### config.mk
export PLATFORM = sky130hd
export DESIGN_NAME = ram_sdp_rd_stream
export DESIGN_NICKNAME = d
export VERILOG_FILES = /design/src/rtl/ram_sdp_rd_stream.sv
export SDC_FILE = /design/constraint.sdc
export NUM_CORES = 1
export LEC_CHECK = 0
export ABC_CLOCK_PERIOD_IN_PS = 3850
export CAP_MARGIN = 20
export CORE_MARGIN = 2
export CORE_UTILIZATION = 30
export CTS_BUF_LIST = sky130_fd_sc_hd__clkbuf_16
export CTS_CLUSTER_DIAMETER = 150
export CTS_CLUSTER_SIZE = 10
export DETAILED_ROUTE_END_ITERATION = 12
export PLACE_DENSITY_LB_ADDON = 0.1
export SLEW_MARGIN = 0
export SYNTH_ARGS = -nofsm -noshare
export SYNTH_HDL_FRONTEND = slang
export SYNTH_SLANG_ARGS = --single-unit
### constraint.sdc
create_clock -name clk -period 3.85 [get_ports clk]
set_clock_uncertainty 0.2 [all_clocks]
set_input_delay 0.5775 -clock clk [delete_from_list [all_inputs] [get_ports clk]]
set_output_delay 0.5775 -clock clk [all_outputs]
set_load 0.1 [all_outputs]
### src/rtl/ram_sdp_rd_stream.sv
`default_nettype none
`timescale 1ns / 1ps
// ============================================================================
// Module   : ram_sdp_rd_stream
// Purpose  : Read-side streaming adapter for a simple dual-port RAM. Read
//            addresses arrive on a valid/ready request stream and are issued
//            straight to the RAM read port. The RAM's fixed read latency
//            (1 or 2 cycles) is absorbed by an in-flight shift register and
//            a small return FIFO. Returned words leave on a valid/ready
//            output stream, in request order, with full backpressure.
//
// Ports    : clk          in   sole clock
//            rst_n        in   asynchronous active-low reset
//            req_valid    in   read request valid
//            req_ready    out  request accepted when req_valid && req_ready
//            req_addr     in   [ADDR_WIDTH] read address
//            ram_rd_en    out  RAM rd_en
//            ram_rd_addr  out  [ADDR_WIDTH] RAM rd_addr (= req_addr)
//            ram_rd_data  in   [DATA_WIDTH] RAM rd_data
//            out_valid    out  return data valid (buffer not empty)
//            out_ready    in   consumer ready; pop on out_valid && out_ready
//            out_data     out  [DATA_WIDTH] buffer head
//
// Revision : 1.0 - initial release
// ============================================================================
module ram_sdp_rd_stream #(
    parameter int DATA_WIDTH = 16,
    parameter int ADDR_WIDTH = 10,
    parameter int RD_LATENCY = 2,
    parameter int BUF_DEPTH  = 4
) (
    input  logic                  clk,
    input  logic                  rst_n,
    input  logic                  req_valid,
    output logic                  req_ready,
    input  logic [ADDR_WIDTH-1:0] req_addr,
    output logic                  ram_rd_en,
    output logic [ADDR_WIDTH-1:0] ram_rd_addr,
    input  logic [DATA_WIDTH-1:0] ram_rd_data,
    output logic                  out_valid,
    input  logic                  out_ready,
    output logic [DATA_WIDTH-1:0] out_data
);

    // ------------------------------------------------------------------------
    // Derived constants
    // ------------------------------------------------------------------------
    localparam int c_ptr_w = (BUF_DEPTH > 1) ? $clog2(BUF_DEPTH) : 1;
    localparam int c_cnt_w = $clog2(BUF_DEPTH + 1);

    localparam logic [c_ptr_w-1:0] c_ptr_last = c_ptr_w'(BUF_DEPTH - 1);
    localparam logic [c_ptr_w-1:0] c_ptr_one  = c_ptr_w'(1);
    localparam logic [c_cnt_w-1:0] c_cnt_one  = c_cnt_w'(1);
    localparam logic [c_cnt_w-1:0] c_depth    = c_cnt_w'(BUF_DEPTH);

    // ------------------------------------------------------------------------
    // Elaboration-time parameter checks
    // ------------------------------------------------------------------------
    if (RD_LATENCY != 1 && RD_LATENCY != 2) begin : g_bad_latency
        $fatal(1, "ram_sdp_rd_stream: RD_LATENCY must be 1 or 2 (got %0d)", RD_LATENCY);
    end

    if (BUF_DEPTH < 2) begin : g_bad_depth
        $fatal(1, "ram_sdp_rd_stream: BUF_DEPTH must be >= 2 (got %0d)", BUF_DEPTH);
    end

    // ------------------------------------------------------------------------
    // State
    // ------------------------------------------------------------------------
    logic [RD_LATENCY-1:0] inflight_q;
    logic [RD_LATENCY-1:0] inflight_d;
    logic [c_ptr_w-1:0]    wr_ptr_q;
    logic [c_ptr_w-1:0]    wr_ptr_d;
    logic [c_ptr_w-1:0]    rd_ptr_q;
    logic [c_ptr_w-1:0]    rd_ptr_d;
    logic [c_cnt_w-1:0]    occ_q;
    logic [c_cnt_w-1:0]    occ_d;
    logic [c_cnt_w-1:0]    used_q;
    logic [c_cnt_w-1:0]    used_d;
    logic [DATA_WIDTH-1:0] buf_q [BUF_DEPTH];
    logic [DATA_WIDTH-1:0] buf_d [BUF_DEPTH];

    logic w_accept;
    logic w_pop;
    logic w_arrive;

    // ------------------------------------------------------------------------
    // Handshakes
    // ------------------------------------------------------------------------
    // `used` counts every read that has been accepted but not yet popped,
    // whether it is still inside the RAM or already buffered. Gating the
    // request side on it guarantees a buffer slot for every read in flight,
    // so arrivals never need to be refused. req_ready depends on a register
    // only, which keeps out_ready/req_valid off any combinational path to it.
    assign req_ready   = (used_q < c_depth);
    assign w_accept    = req_valid & req_ready;

    assign out_valid   = (occ_q != '0);
    assign w_pop       = out_valid & out_ready;
    assign out_data    = buf_q[rd_ptr_q];

    assign ram_rd_addr = req_addr;

    // The MSB of the in-flight register marks the cycle in which the RAM
    // presents the word for that read.
    assign w_arrive    = inflight_q[RD_LATENCY-1];

    // ------------------------------------------------------------------------
    // In-flight tracking and RAM read enable
    // ------------------------------------------------------------------------
    if (RD_LATENCY == 1) begin : g_lat_single
        assign inflight_d = w_accept;
        assign ram_rd_en  = w_accept;
    end else begin : g_lat_multi
        assign inflight_d = {inflight_q[RD_LATENCY-2:0], w_accept};
        // With the RAM output register enabled, rd_en also clocks that
        // register; keep it asserted while any read is still in an early
        // stage so its data is pushed through to rd_data. The address is
        // don't-care in such flush-only cycles.
        assign ram_rd_en  = w_accept | (|inflight_q[RD_LATENCY-2:0]);
    end

    // ------------------------------------------------------------------------
    // Pointer advance with wrap-around (depth need not be a power of two)
    // ------------------------------------------------------------------------
    function automatic logic [c_ptr_w-1:0] ptr_next(input logic [c_ptr_w-1:0] ptr);
        return (ptr == c_ptr_last) ? '0 : (ptr + c_ptr_one);
    endfunction

    // ------------------------------------------------------------------------
    // Next-state logic
    // ------------------------------------------------------------------------
    always_comb begin
        buf_d    = buf_q;
        wr_ptr_d = wr_ptr_q;
        rd_ptr_d = rd_ptr_q;
        occ_d    = occ_q;
        used_d   = used_q;

        if (w_arrive) begin
            buf_d[wr_ptr_q] = ram_rd_data;
            wr_ptr_d        = ptr_next(wr_ptr_q);
        end

        if (w_pop) begin
            rd_ptr_d = ptr_next(rd_ptr_q);
        end

        // Buffer occupancy: arrival and pop in one cycle cancel out.
        case ({w_arrive, w_pop})
            2'b10:   occ_d = occ_q + c_cnt_one;
            2'b01:   occ_d = occ_q - c_cnt_one;
            default: occ_d = occ_q;
        endcase

        // Credits: accept and pop in one cycle cancel out.
        case ({w_accept, w_pop})
            2'b10:   used_d = used_q + c_cnt_one;
            2'b01:   used_d = used_q - c_cnt_one;
            default: used_d = used_q;
        endcase
    end

    // ------------------------------------------------------------------------
    // Registers
    // ------------------------------------------------------------------------
    // Reset drops reads still inside the RAM: clearing inflight means any
    // word the RAM delivers after release is never written to the buffer.
    always_ff @(posedge clk or negedge rst_n) begin
        if (!rst_n) begin
            inflight_q <= '0;
            wr_ptr_q   <= '0;
            rd_ptr_q   <= '0;
            occ_q      <= '0;
            used_q     <= '0;
            for (int i = 0; i < BUF_DEPTH; i++) begin
                buf_q[i] <= '0;
            end
        end else begin
            inflight_q <= inflight_d;
            wr_ptr_q   <= wr_ptr_d;
            rd_ptr_q   <= rd_ptr_d;
            occ_q      <= occ_d;
            used_q     <= used_d;
            buf_q      <= buf_d;
        end
    end

endmodule
`default_nettype wire

==> metrics.yaml <==
final_layout:
  ratio_of_cells_with_drive_above_1_in_the_final_layout_pct: 44.6
  n_antenna_cell: 0
  seqCellArea_um2: 1900
  fill_cells: 1147
  final_net_count: 292
  multi_input_comb_area_um2: 1590
  syn2layout_area_growth_pct: 18.5
timing:
  transition_at_the_pin_with_the_smallest_max_transition_slack_ns: 0.969
  fin_crit_ns: 2.87
  maxSlewViolCount: 0
  timing_hold_violations_final: 0
  min_period_over_period_pct: 74.6
  relSlewSlack_pct: 35.2
  setup_total_negative_slack_ns: 0
  maxClockFrequency_mhz: 348
  finalSetupViolations: 0
  rsz0062_at_grt: "false"
placement:
  place_hpwl_um: 4250
  finalWeightedCongestion: 0.679
  port_buffers: 38
synth:
  synth_area_leaders: "dfrtp_1 51%, mux2_4 16%, mux2_2 7.9%"
  synthesis.yosys.warnings: 0
  synth.largest_area_cell: "dfrtp_1"
  syn-instance-count: 221
  post-synth-top-area-fraction_pct: 51.4
  synthesis.area_um2: 3700
  netlist-cell-type-count: 23
  synth.yosys.seq_area_share_pct: 51.4
  synth_most_common_cell: "dfrtp_1"
  synth.net_count: 260
  synth.avg_cell_area_um2: 16.8
  synth-main-ff-cell: "dfrtp_1"
  synthArstFlopShare_pct: 100
  synth_enable_flop_cells: 0
  synth_commonest_cells: "76 x dfrtp_1, 40 x mux2_4, 26 x mux2_2"
  count_of_state_elements_after_synthesis: 76
cts:
  cts.clk_slew.worst_paths_ns: 0.06
  cts.htree.levels: 3
  cts-buffers-inserted: 9
  clk-insertion-delay-late_ns: 0.33
  cts_tree: "done"
  cts_setup_buffers: 0
  cts.sinks: 76
  cts.root.buffer_cell: "clkbuf_16"
  post_cts.resized_instances: 0
  cts_hold_buffers: 0
  clk_path_buf_depth: 2
drt:
  totalWireLength_um: 7070
  drt-pass1-iter-count: 3
  drt_iter0_markers: 70
  detailroute.via_count: 1859
  post-route-drc-count: 0
  drt-vias-per-instance: 4.59
  postRouteAntennaNets: 0
  wire_per_inst_um: 17.4
setup_path:
  worst_path_dominant_cell_family: "buffers and inverters"
  setup.worst_path.start_class: "register"
  cp_slowest_cell: "clkdlybuf4s50_1"
  cp_max_fo: 2
  critical_path.endpoint_type: "primary output"
  cp_data_arrival_time_ns: 2.10
  path_buf_inv: 1
  critPathKind: "reg -> out"
  worstPathRequired_ns: 3.07
  cp_cell_sequence: "or3_4 -> clkdlybuf4s50_1"
  crit_path_max_incr_delay_ns: 0.97
  timing.reg2reg.setup_slack_ns: 1.77
grt:
  first_pass_grt_wire_length_um: 11700
  grtUsageMet1_pct: 16.6
  global_route.usage.total_pct: 11.9
  top_usage_layer: "met2"
  grt_start_max_net_pins: 77
  met3_usage_pct: 3.69
  grt_antenna_before_repair: 0
  grt_pass1_vias: 2075
  use_met2_pct: 17.4
  global_route.overflow_total: 0
job:
  timing.max_cap.violations: 0
run_status:
  outcome: "completed"
floorplan:
  die-width_um: 115
  fp.dieArea_um2: 13300
  design.core.area_um2: 12000
  top_level_ports: 59
  floorplan.initialDensity_pct: 30.8
  rows: 40
  die_h_um: 115
min_path:
  class_of_the_most_critical_hold_timing_path: "in -> async"
[sequential cells by signal (all words and copies together), names as in the netlist]
name,count
used_q,3
wr_ptr_q,2
inflight_q,2
buf_q,64
rd_ptr_q,2
occ_q,3
[per-layer routing]
metal / share of wire (%) / vias to the layer above
met2: 45 / 42
met1: 49 / 958
met5: 0 / -
met3: 4.3 / 10
met4: 1.5 / 0
li1: - / 849
[area by class of cell]
cell class | instances | area share (%)
Inverter | 12 | 1.03
Clock buffer | 9 | 5.13
Multi-Input combinational cell | 114 | 36.2
Sequential cell | 76 | 43.3
Tap cell | 147 | 4.19
Timing Repair Buffer | 40 | 8.27
Clock inverter | 7 | 1.88
[final timing paths]
| check | from | end | cells past startpoint |
|---|---|---|---|
| min | rst_n | buf_q[42]$_DFFE_PN0P_ | 1 |
| max | occ_q[2]$_DFFE_PN0P_ | out_valid | 2 |
| min in group clk | inflight_q[0]$_DFF_PN0_ | inflight_q[1]$_DFF_PN0_ | 0 |
| min reg2reg | inflight_q[0]$_DFF_PN0_ | inflight_q[1]$_DFF_PN0_ | 0 |
| max in group asynchronous | rst_n | buf_q[31]$_DFFE_PN0P_ | 2 |
| max reg2reg | occ_q[2]$_DFFE_PN0P_ | occ_q[1]$_DFFE_PN0P_ | 7 |
[per-stage QoR]
step / utilization (%) / instances / setup WS [ns] / cell area [um^2] / hold slack [ns]
after detailed placement: 33.8 / 388 / 1.31 / 4060 / 0.166
final: 36.5 / 405 / 0.976 / 4390 / 0.0420
after global placement: 33.8 / 388 / 1.31 / 4060 / 0.162
after global routing: 36.5 / 405 / 0.886 / 4390 / 0.0747
after CTS: 36.4 / 404 / 0.950 / 4370 / 0.180
after floorplan: - / 221 / 1.42 / 3700 / 0.0819
[layout by cell type (no fill, tap or decap), drive strengths merged]
cell type	netlist	layout
or3	2	2
mux2	66	66
clkinv	0	4
clkbuf	0	9
ha	7	7
or2	1	1
clkdlybuf4s50	0	20
xor2	3	3
inv	12	13
nor2	3	3
buf	19	20
fa	2	2
bufinv	0	2
dfrtp	76	76
o21ai	2	2
mux2i	2	2
nand2	7	7
mux4	16	16
xnor2	3	3
[kinds of logic after synthesis]
logic type	count (synthesis)	share of synthesized area, %
buf+inv	31	5.78
mux	84	35.2
fa+ha+maj	9	3.45
simple gates	13	2.53
flops	76	51.4
compound gates	2	0.270
xor+xnor	6	1.42
Power is left out: the tool's default activity adds up to more than one toggle a clock period on the data nets, which glitch-free logic cannot reach.
